===== src/rtl/crc_engine.sv =====
// Bit-serial CRC-W engine for the CAN path: MSB-first update, stuff-bit skipping, CRC field check/send.
// Optional macro CRC_TX_SEND_EN builds the SEND state and drives tx_bit; otherwise mode_tx is ignored.
module crc_engine #(
    parameter int           W        = 15,
    parameter logic [W-1:0] POLY     = 15'h4599,
    parameter logic [W-1:0] INIT_VAL = '0
) (
    input  logic         clk,
    input  logic         rst,
    input  logic         init,
    input  logic         enable,
    input  logic         bit_in,
    input  logic         stuff_bit,
    input  logic         finish,
    input  logic         mode_tx,
    output logic [W-1:0] crc,
    output logic         tx_bit,
    output logic         busy,
    output logic         done,
    output logic         crc_ok,
    output logic         crc_err,
    output logic [15:0]  bit_count
);

    localparam int IDX_W = 6;

`ifdef CRC_TX_SEND_EN
    typedef enum logic [2:0] {IDLE, CALC, CHECK, SEND, DONE} state_t;
`else
    typedef enum logic [2:0] {IDLE, CALC, CHECK, DONE} state_t;
`endif

    state_t           state, state_n;
    logic [W-1:0]     ref_q;
    logic [W-1:0]     ref_sh;
    logic [W-1:0]     crc_shift;
    logic [IDX_W-1:0] idx;
    logic             mism;
    logic             qual;
    logic             ref_bit;
    logic             last_idx;
    logic             go_send;

    assign qual      = enable && !stuff_bit;
    assign crc_shift = {crc[W-2:0], 1'b0} ^ ((crc[W-1] ^ bit_in) ? POLY : '0);
    // Field bits are taken MSB first; shifting avoids a variable down-index.
    assign ref_sh    = ref_q << idx;
    assign ref_bit   = ref_sh[W-1];
    assign last_idx  = (idx == IDX_W'(W - 1));

`ifdef CRC_TX_SEND_EN
    assign go_send = mode_tx;
`else
    assign go_send = 1'b0;
`endif

    always_ff @(posedge clk or posedge rst) begin
        if (rst) state <= IDLE;
        else     state <= state_n;
    end

    always_comb begin
        state_n = state;
        if (init) begin
            state_n = CALC;
        end else begin
            case (state)
                CALC:  if (finish) state_n = go_send ? state_t'(3) : CHECK;
                CHECK: if (qual && last_idx) state_n = DONE;
`ifdef CRC_TX_SEND_EN
                SEND:  if (qual && last_idx) state_n = DONE;
`endif
                default: state_n = state;
            endcase
        end
    end

    always_ff @(posedge clk or posedge rst) begin
        if (rst) begin
            crc       <= INIT_VAL;
            bit_count <= '0;
            ref_q     <= '0;
            idx       <= '0;
            mism      <= 1'b0;
        end else if (init) begin
            crc       <= INIT_VAL;
            bit_count <= '0;
            idx       <= '0;
            mism      <= 1'b0;
        end else begin
            case (state)
                CALC: begin
                    if (qual) begin
                        crc <= crc_shift;
                        if (bit_count != 16'hFFFF) bit_count <= bit_count + 16'd1;
                    end
                    // A data bit arriving with finish is part of the snapshot.
                    if (finish) begin
                        ref_q <= qual ? crc_shift : crc;
                        idx   <= '0;
                        mism  <= 1'b0;
                    end
                end
                CHECK: begin
                    if (qual) begin
                        if (bit_in != ref_bit) mism <= 1'b1;
                        idx <= idx + 1'b1;
                    end
                end
`ifdef CRC_TX_SEND_EN
                SEND: begin
                    if (qual) idx <= idx + 1'b1;
                end
`endif
                default: ;
            endcase
        end
    end

`ifdef CRC_TX_SEND_EN
    assign tx_bit = (state == SEND) ? ref_bit : 1'b0;
    assign busy   = (state == CALC) || (state == CHECK) || (state == SEND);
`else
    assign tx_bit = 1'b0;
    assign busy   = (state == CALC) || (state == CHECK);
`endif
    assign done    = (state == DONE);
    assign crc_ok  = done && !mism;
    assign crc_err = done && mism;

endmodule


===== config.mk =====
export PLATFORM = sky130hd
export DESIGN_NAME = crc_engine
export DESIGN_NICKNAME = d
export VERILOG_FILES = /design/src/rtl/crc_engine.sv
export SDC_FILE = /design/constraint.sdc
export NUM_CORES = 1
export LEC_CHECK = 0
export ABC_AREA = 0
export BUFFER_PORTS_ARGS = -buffer_cell sky130_fd_sc_hd__buf_2
export CAP_MARGIN = 20
export CORE_UTILIZATION = 50
export CTS_BUF_LIST = sky130_fd_sc_hd__clkbuf_8 sky130_fd_sc_hd__clkbuf_16
export CTS_CLUSTER_SIZE = 30
export DETAILED_ROUTE_END_ITERATION = 8
export GPL_ROUTABILITY_DRIVEN = 1
export PLACE_DENSITY = 0.71
export SLEW_MARGIN = 25
export SYNTH_ARGS = -nofsm -noshare
export SYNTH_HDL_FRONTEND = slang
export SYNTH_SLANG_ARGS = --single-unit

===== constraint.sdc =====
create_clock -name clk -period 2.1 [get_ports clk]
set_input_delay 0.105 -clock clk [delete_from_list [all_inputs] [get_ports clk]]
set_output_delay 0.105 -clock clk [all_outputs]
set_load 0.1 [all_outputs]

-- Yosys cells after proc, flatten, opt, wreduce, memory -nomap -nowiden
Index checks and enable logic that the tools add are counted.
- output and inout port bits: 36
- register bits: 56
- eq/ne operators: 10
- reduce and logical (&&, ||, !) cells: 16
- bitwise gates (word level): 3
- add/sub/neg operators: 2
- shifts and indexed selects: 1
- mux-type cells: 21
- operator list (operator ; number):
    $mux 16 ; 4
    $mux 15 ; 4
    $mux 6 ; 3
    $add 16x1->16 const B ; 1
    $ne 16x16->1 const B ; 1
    $shl 15x6->15 ; 1
    $xor 15x15->15 ; 1
    $ne 3x3->1 const B ; 4
    $pmux 6 s2 ; 1
    $reduce_and 3->1 ; 4
    $mux 3 ; 3
    $add 6x1->6 const B ; 1
    $eq 3x2->1 const B ; 2
    $eq 6x4->1 const B ; 1
    $pmux 3 s2 ; 1
    $reduce_bool 2->1 ; 3
    $logic_and 1x1->1 ; 4
    $mux 1 ; 4
    $reduce_and 4->1 ; 1
    $eq 3x1->1 const B ; 1
    $reduce_bool 3->1 ; 1
    $logic_not 1->1 ; 2
    $pmux 1 s2 ; 1
    $logic_or 1x1->1 ; 1
    3 further kinds ; 3

-- Depth between registers and ports, before layout
- depth after elaboration: 6
- mapped depth: 8
- depth with buffers taken out: 7

-- Worst setup path before layout
OpenSTA, ideal clock, no wires.
- path type: flip-flop to output port
- start: register state[0]
- end: output crc_ok
- path slack: -0.662 ns
- cell stages (with the launch flop): 3
- arrival: 2.657 ns
- required time: 1.995 ns
- cells stage by stage: dfrtp_1 > ha_1 > nor2b_1
- cells in the longest elaborated chain, start to end: 2
- RTL lines (what ; RTL line ; text):
    start, declared ; 33 ; state_t state, state_n;
    start signal, assigned ; 59 ; else state <= state_n;
    $eq 3x2->1 ; 127 ; assign done = (state == DONE);
    via done ; 19 ; output logic done,
    $logic_and 1x1->1 ; 128 ; assign crc_ok = done && !mism;
    end, declared ; 20 ; output logic crc_ok,
The timed path passes the listed nets, and every way through them passes these cells.

-- Worst setup path in the final report
- start: register bit_count[0]
- end: register bit_count[10]
- cells in the longest elaborated chain, start to end: 5
- RTL lines (what ; RTL line ; text):
    start, declared ; 22 ; output logic [15:0] bit_count
    start signal, assigned ; 95 ; if (bit_count != 16'hFFFF) bit_count <= bit_count + 16'd1;
    $add 16x1->16 ; 95 ;
    $mux 16 ; 95 ;
    $mux 16 ; 93 ; if (qual) begin
    $mux 16 ; 91 ; case (state)
    $mux 16 ; 85 ; end else if (init) begin
Several ways; a longest one is shown, not always the timed one. The select of a mux whose other input is x is not followed.
A chain may end at the register's enable or synchronous reset.

==> metrics.cfg <==
[drt]
drt-total-wl_microns = 6320
drt-wirelength-per-cell_microns = 14.5
firstDrtPassIters = 4
drtAntennaViolNets = 0
vias_per_cell = 5.53
drcViolationCount = 0
drtIter0Drc = 87
vias = 2413

[clock_tree]
clk_pin_slew_ns = 0.10
cts_tree = built
htree_levels = 2
cts_made_buffers = 5
cts.sinks = 55
clock_latency_ns = 0.31
cts_root_buf = clkbuf_8
post-cts-setup-buffer-count = 0
clockBufferDepth = 2

[global_routing]
grt_use_met2_pct = 36.0
met1_usage_pct = 30.8
grt_max_degree = 31
grt_pass1_vias = 2246
busiest_layer = met2
gr-usage-met3_pct = 3.68
grt_overflow = 0
grt_pass1_wl_microns = 11000
antenna_found_initial = 0
grtUsageTotal_pct = 22.5

[finish]
multiInputGateArea_sq_mm = 0.00150
drive_gt1_share_pct = 24.2
area_growth_pct = 15.8
final_nets = 377
n_fill_cell = 506
fin_util_pct = 61.2
n_antenna_cell = 0
fin_cells = 436
layout_common_cells = 43 x nand2_1, 42 x nor2_1, 41 x buf_2, 39 x dfrtp_1, 30 x a21oi_1
fin_area_sq_mm = 0.00343
seqCellArea_sq_mm = 0.00140
layout_commonest_cell = nand2_1

[setup_path]
worst-setup-path-type = reg2reg
reg2reg_depth = 6
reg2reg_slack_ns = 0.19
startpoint_type = flop
cp.arrival_ns = 2.15
reg2reg_from = bit_count[0]
cp-end-kind = flop
reg2reg_to = bit_count[10]
required_ns = 2.34
timing.critical_path.fanout_max = 9

[yosys]
yosys_warnings = 0
synthesis.nets = 337
avgSynthCellArea_sq_um = 9.17
synthSimpleGateAreaFrac_pct = 19.7
synth_top_family_by_area = simple AND/OR/NAND/NOR gates
syn_inst = 323
synth_area_sq_mm = 0.00296
synth-edff-count = 0
synth-seq-cells = 55
synth_mux_area_share_pct = 5.87
synth_compound_area_share_pct = 15.3
seq_area_frac_synth_pct = 46.5
synth_flop_cell = dfrtp_1
synthXorXnorAreaFrac_pct = 6.21
synthArstFlopShare_pct = 100
synth_cell_types = 46
yosys.area_share.adder_pct = 2.53

[hold_path]
hold_path.class = in2reg
hp-start = bit_in
whs_endpoint = mism
hold_path_depth = 3

[place]
dp_hpwl_microns = 4520
dpl.cell_count = 427
pre_cts_slack_ns = 0.176
placed_area_sq_mm = 0.00329
numPortBuffers = 41
place_congestion = 0.781

[floorplanning]
core_sq_mm = 0.00561
ios = 44
core.rowCount = 27
die_y_microns = 79.0
fp.dieArea_sq_mm = 0.00623
initial_utilization_pct = 52.8
die_w_microns = 79.0

[pwr]
ir_drop_mv = 0.513
power_mw = 2.40
power_per_cell_area_mw_per_mm2 = 699
leakage_nw = 1.56

[timing]
grt_setup_unrepaired = false
slew_headroom_pct = 60.3
fin_ws_ns = 0.186
fmax_mhz = 523
hold_viol_final = 0
fin_skew_ns = 0.00406
drv_slew = 0
fin_tns_setup_ns = 0
worst_pin_slew_ns = 0.594
period_needed_ns = 1.91
fin_crit_sh_pct = 91.1
fin_hold_ws_ns = 0.156
setup_viol = 0

[job]
maxCapViolations = 0

[outcome]
status = complete, no violations

## worst max-delay path: stages, from the launching register on
cell,delay [ns]
dfrtp_2,0.44
ha_1,0.21
nand2_1,0.18
nor3_2,0.13
a21o_1,0.23
or4_1,0.49
a21oi_1,0.16
## layout make-up
type / instances / area share (%)
multi-input cells: 242 / 43.7
clock inverters: 2 / 1.13
well taps: 72 / 2.63
repair buffers: 51 / 8.61
flip-flops and latches: 55 / 40.7
inverters: 8 / 0.875
clock buffers: 6 / 2.41
## flip-flops by register name (all words and copies together), names as in the netlist
name,cells
bit_count,16
mism,1
idx,6
state,2
ref_q,15
crc,15
## power by group
| part | total, mW | internal (mW) | leakage [nW] | switching, mW |
|---|---|---|---|---|
| Clock | 0.752 | 0.393 | 0.0618 | 0.359 |
| Sequential | 1.16 | 1.11 | 0.730 | 0.0477 |
| Combinational | 0.486 | 0.124 | 0.765 | 0.363 |
## cells by family after synthesis
family                     count (synthesis)
adders and majority gates                  6
DFF                                       55
xor gates and xnor gates                  21
AOI/OAI and AO/OA                         75
muxes                                     16
and+or+nand+nor                          123
buffers and inverters                     26
other                                      1
## Yosys cell counts (2+ instances only)
| library cell | number | share of area, % |
|---|---|---|
| buf_1 | 5 | 0.63 |
| nor4b_1 | 2 | 0.59 |
| dfrtp_1 | 55 | 46 |
| nand3b_1 | 4 | 1.0 |
| o31ai_1 | 4 | 1.0 |
| o211ai_1 | 3 | 0.76 |
| ha_1 | 6 | 2.5 |
| and3_1 | 3 | 0.63 |
| nor2_1 | 42 | 5.3 |
| xnor2_1 | 12 | 3.5 |
| a21oi_1 | 30 | 5.1 |
| a211oi_1 | 4 | 1.0 |
| or3_1 | 3 | 0.63 |
| o21bai_1 | 2 | 0.51 |
| and3_4 | 3 | 1.1 |
| xor2_1 | 9 | 2.7 |
| o21ai_0 | 21 | 3.5 |
| a21o_1 | 2 | 0.51 |
| clkbuf_1 | 10 | 1.3 |
| nor3_1 | 2 | 0.34 |
| nand2_1 | 43 | 5.4 |
| or4_1 | 3 | 0.76 |
| inv_1 | 8 | 1.0 |
| mux2i_1 | 14 | 4.7 |
| and2_1 | 2 | 0.42 |
| o2111ai_1 | 5 | 1.5 |
| nand3_1 | 5 | 0.84 |
| nand2b_1 | 3 | 0.63 |
## per-layer routing
| layer | vias up | share of wire [%] | wire (microns) |
|---|---|---|---|
| li1 | 1203 | - | - |
| met1 | 1155 | 47 | 2990 |
| met2 | 47 | 48 | 3040 |
| met3 | 8 | 3.5 | 222 |
| met4 | 0 | 1.2 | 74 |
| met5 | - | 0 | 0 |
## repair_timing
| action | in CTS | in global routing |
|---|---|---|
| setup endpoints to repair | 0 | 1 |
| hold buffers | 1 | 0 |
| resized for setup | 0 | 3 |
| endpoints found under the hold margin | 26 | 0 |
## worst max-delay path by stage
stage	endpoint	depth (start not counted)	from
finish	bit_count[10]	6	bit_count[0]
global route	bit_count[0]	6	bit_count[0]
CTS	bit_count[13]	7	state[1]
detailed placement	bit_count[13]	7	state[1]
global placement	bit_count[13]	7	state[1]
floorplan	bit_count[0]	6	bit_count[1]
No activity file was read; power rests on OpenSTA's default activity.
